--- src/rtl/reference_sweep_ctrl.sv ---
// Sweeps a circular index range into a reference buffer and waits for every issued index to return.
// Index valid is registered; done one cycle after the final return; s_ready stalls issue, 4 silent drain cycles abort with error.
module reference_sweep_ctrl #(
    parameter int buffer_length = 10,
    parameter int index_bits    = 4,
    parameter int len_bits      = 5
) (
    input  logic                  clk,
    input  logic                  rst,
    input  logic                  start,
    input  logic                  abort,
    input  logic [index_bits-1:0] start_index,
    input  logic [len_bits-1:0]   sweep_len,
    input  logic                  s_ready,
    input  logic                  s_axi_data_rvalid,
    output logic                  m_axi_rready,
    output logic                  m_axi_index_rvalid,
    output logic [index_bits-1:0] m_axi_index_rdata,
    output logic                  busy,
    output logic                  done,
    output logic                  error
);

    typedef enum logic [1:0] {IDLE, ISSUE, DRAIN, DONE} state_t;

    localparam int unsigned BUF_LEN = buffer_length;
    localparam logic [index_bits-1:0] LAST_IDX = index_bits'(buffer_length - 1);

    state_t              state, state_nxt;
    logic [len_bits-1:0] len_q, issued, returned;
    logic [1:0]          silence;
    logic                hs, ret, start_ok, start_go, start_bad;
    logic                last_hs, all_returned, timeout;

    assign m_axi_rready = s_ready;
    assign busy         = (state == ISSUE) || (state == DRAIN);
    assign done         = (state == DONE);

    assign hs        = m_axi_index_rvalid & s_ready;
    assign ret       = s_axi_data_rvalid & busy;
    assign start_ok  = (32'(start_index) < BUF_LEN) && (sweep_len != '0);
    assign start_go  = (state == IDLE) && start && start_ok && !abort;
    assign start_bad = (state == IDLE) && start && !start_ok && !abort;
    assign last_hs   = hs && (issued == len_q - len_bits'(1));
    // The final return may land on the same edge that closes the drain.
    assign all_returned = (returned == len_q) ||
                          (s_axi_data_rvalid && (returned == len_q - len_bits'(1)));
    assign timeout   = !s_axi_data_rvalid && (silence == 2'd3);

    always_ff @(posedge clk or posedge rst) begin
        if (rst) begin
            state <= IDLE;
        end else begin
            state <= state_nxt;
        end
    end

    always_comb begin
        state_nxt = state;
        unique case (state)
            IDLE:  if (start_go) state_nxt = ISSUE;
            ISSUE: if (last_hs) state_nxt = DRAIN;
            DRAIN: begin
                if (all_returned) begin
                    state_nxt = DONE;
                end else if (timeout) begin
                    state_nxt = IDLE;
                end
            end
            DONE:  state_nxt = IDLE;
            default: state_nxt = IDLE;
        endcase
        if (abort) begin
            state_nxt = IDLE;
        end
    end

    always_ff @(posedge clk or posedge rst) begin
        if (rst) begin
            m_axi_index_rvalid <= 1'b0;
            m_axi_index_rdata  <= '0;
            len_q              <= '0;
            issued             <= '0;
            returned           <= '0;
            silence            <= '0;
            error              <= 1'b0;
        end else begin
            m_axi_index_rvalid <= (state_nxt == ISSUE);
            error <= !abort && (start_bad ||
                     ((state == DRAIN) && timeout && !all_returned));

            if (start_go) begin
                m_axi_index_rdata <= start_index;
                len_q             <= sweep_len;
                issued            <= '0;
                returned          <= '0;
            end else begin
                if (hs && (state == ISSUE)) begin
                    m_axi_index_rdata <= (m_axi_index_rdata == LAST_IDX) ?
                                         '0 : m_axi_index_rdata + index_bits'(1);
                    issued <= issued + len_bits'(1);
                end
                if (ret && (returned != len_q)) begin
                    returned <= returned + len_bits'(1);
                end
            end

            // Silence only accumulates while draining; any return restarts the window.
            if ((state != DRAIN) || s_axi_data_rvalid) begin
                silence <= '0;
            end else if (silence != 2'd3) begin
                silence <= silence + 2'd1;
            end
        end
    end

endmodule

--- config.mk ---
export PLATFORM = sky130hd
export DESIGN_NAME = reference_sweep_ctrl
export DESIGN_NICKNAME = d
export VERILOG_FILES = /design/src/rtl/reference_sweep_ctrl.sv
export SDC_FILE = /design/constraint.sdc
export NUM_CORES = 1
export LEC_CHECK = 0
export BUFFER_PORTS_ARGS = -buffer_cell sky130_fd_sc_hd__buf_4
export CORE_MARGIN = 2
export CORE_UTILIZATION = 40
export DETAILED_ROUTE_END_ITERATION = 12
export PLACE_DENSITY = 0.74
export SYNTH_ARGS = -nofsm -noshare
export SYNTH_HDL_FRONTEND = slang
export SYNTH_SLANG_ARGS = --single-unit
--- constraint.sdc ---
create_clock -name clk -period 2.1 [get_ports clk]
set_input_delay 0.63 -clock clk [delete_from_list [all_inputs] [get_ports clk]]
set_output_delay 0.63 -clock clk [all_outputs]
set_load 0.005 [all_outputs]
==> out/qor.yml <==
cp.required_ns: 2.25
critical_path.top_delay_family: "compound AO/OA/AOI/OAI gates"
grt_first_pass_wirelength_um: 5210
cts.path.max_buffers: 2
ant_nets: 0
synth_edf_count: 0
yosysSeqAreaShare: 0.403
start_kind: "input port"
die_h_um: 66.3
pre_cts_ws_ns: -0.150
drc_errors: 0
yosysWarnings: 0
wl_um: 3130
htreeDepth: 1
n_fill_cell: 357
rsz0062_at_grt: "no"
fin_crit_sh: 0.966
grt.total_usage: 0.156
row_count: 22
fin_ws_ns: 0.0722
cts-root-buf: "clkbuf_8"
n_antenna_cell: 0
async_flop_share: 1.00
dpl_cell_area_um2: 1850
clock_latency_ns: 0.27
critPathMaxFanout: 4
cts_buffers: 3
setup_violations: 0
core_um2: 3690
slew-limit-headroom: 0.630
grt-busiest-layer: "met2"
start_util: 0.421
drive_gt1_frac: 0.232
cp_slowest_stage_delay_ns: 0.58
hpwl_um: 2410
netlist_area_um2: 1550
synthesis.instances: 161
globalRoute.totalOverflow: 0
use_met2: 0.248
arrival_ns: 2.18
fin_cells: 242
cts.clk_slew.worst_paths_ns: 0.09
status: "finished clean"
wire_per_inst_um: 12.9
grt_pass1_vias: 1212
slew_violations: 0
syn_nets: 184
drtIter0Drc: 57
final_area_um2: 1920
final_util: 0.520
ys_types: 37
avgSynthCellArea_um2: 9.64
leakage_nw: 0.860
nNetsFinal: 218
layout_common_cells: "buf_4 (34), dfrtp_1 (25), xnor2_1 (19)"
cp_slowest_cell: "or4_1"
cts_tree: "done"
dieArea_um2: 4400
path_buf_inv: 1
ys_ff_latch: 25
p_per_area_nw_per_um2: 1020
fin_crit_ns: 2.03
tightest_slew_ns: 0.552
io_buffers: 23
grt_use_met1: 0.215
grt_start_max_net_pins: 26
fmax_mhz: 493
multi_input_area_um2: 897
cp-end-kind: "flop"
vias: 1246
final_common_cell: "buf_4"
worstHoldPathType: "input port to asynchronous set/reset pin"
place_congestion: 0.873
path_cells: "buf_4 > or4_1 > o21ai_1 > o21ai_0 > a31oi_1 > a221oi_2"
drt-pass1-iter-count: 4
critPathKind: "input port to flop"
finalHoldViolCount: 0
use_met3: 0.0256
io_pins: 24
irDropWorstVdd_mv: 0.435
die_w_um: 66.3
antenna_found_initial: 0
clock-sinks: 25
ff_latch_area_um2: 626
dp.cells: 238
syn2layout_area_growth_pct: 23.4
via_per_inst: 5.15
synth-main-ff-cell: "dfrtp_1"
maxCapViolCount: 0
clock-skew-final_ns: 0.00744
## flip-flops by register name, summed over array words and instances, names as in the netlist
signal              cells
error                   1
issued                  5
len_q                   5
m_axi_index_rdata       4
m_axi_index_rvalid      1
returned                5
silence                 2
state                   2
## logic make-up after synthesis
| group | after synthesis | share of synthesized area |
|---|---|---|
| AO/OA/AOI/OAI | 30 | 0.126 |
| XOR/XNOR | 28 | 0.167 |
| adder cells (fa/ha/maj) | 8 | 0.0645 |
| buffers and inverters | 14 | 0.0371 |
| flip-flops | 25 | 0.403 |
| multiplexers | 6 | 0.0411 |
| AND/OR/NAND/NOR | 50 | 0.162 |
## cell usage after synthesis (2+ instances only)
| library cell | count | area, um2 |
|---|---|---|
| nand2_1 | 16 | 60.1 |
| inv_1 | 9 | 33.8 |
| a211oi_1 | 2 | 15.0 |
| dfrtp_1 | 25 | 626 |
| nor2_1 | 14 | 52.6 |
| o211ai_1 | 3 | 22.5 |
| nand4_1 | 4 | 25.0 |
| o21ai_1 | 8 | 40.0 |
| mux2_1 | 3 | 33.8 |
| nand3_1 | 3 | 15.0 |
| mux2i_1 | 3 | 30.0 |
| nand4b_1 | 2 | 17.5 |
| nand2b_1 | 2 | 12.5 |
| nor3_1 | 2 | 10.0 |
| clkbuf_1 | 3 | 11.3 |
| a21oi_1 | 7 | 35.0 |
| xnor2_1 | 19 | 166 |
| ha_1 | 8 | 100 |
| o21ai_0 | 2 | 10.0 |
| or4_1 | 2 | 15.0 |
| xor2_1 | 8 | 70.1 |
## stage by stage
step,power (mW),hold slack (ns),setup TNS (ns)
2_1_floorplan,1.32,0.493,0
3_3_place_gp,1.60,0.511,-0.728
3_5_place_dp,1.62,0.539,-1.43
4_1_cts,1.91,0.412,0
5_1_grt,2.11,0.453,0
6_report,1.95,0.401,0
## final cells by class
type                            instances  share of cell area
Tap cell                               48              0.0313
Multi-Input combinational cell        122               0.468
Clock buffer                            4              0.0235
Timing Repair Buffer                   34               0.133
Inverter                                9              0.0176
Sequential cell                        25               0.326
## routing by layer
| metal | up-vias | wire length, um |
|---|---|---|
| met5 | - | 0 |
| met4 | 0 | 32 |
| met3 | 4 | 128 |
| met2 | 23 | 1450 |
| met1 | 597 | 1520 |
| li1 | 622 | - |
## path summary, 6_finish.rpt
check | slack (ns) | endpoint | depth (start not counted) | startpoint
min in group clk | 0.55 | silence[0]$_DFFE_PP0P_ | 2 | silence[0]$_DFFE_PP0P_
hold reg to reg | 0.55 | silence[0]$_DFFE_PP0P_ | 2 | silence[0]$_DFFE_PP0P_
hold / removal | 0.40 | silence[0]$_DFFE_PP0P_ | 3 | rst
max in group asynchronous | 1.46 | len_q[4]$_DFFE_PP0P_ | 3 | rst
setup reg to reg | 0.10 | m_axi_index_rvalid$_DFF_PP0_ | 7 | len_q[0]$_DFFE_PP0P_
setup / recovery | 0.07 | m_axi_index_rvalid$_DFF_PP0_ | 6 | sweep_len[1]
## worst min-delay path: cells and delay by family
kind,cells,cell delay (ns)
buffers and inverters,3,0.44
## where the power goes
part | internal, mW | switching, mW
clock network | 0.136 | 0.150
registers | 0.598 | 0.170
logic | 0.501 | 0.395
total | 1.23 | 0.714
## what timing repair did
item                       in CTS  in global routing
setup endpoints to repair       0                  3
resized for setup               0                  5
hold buffers                    0                  0
setup buffers                   0                  0
Power figures use the tool's default switching activity.
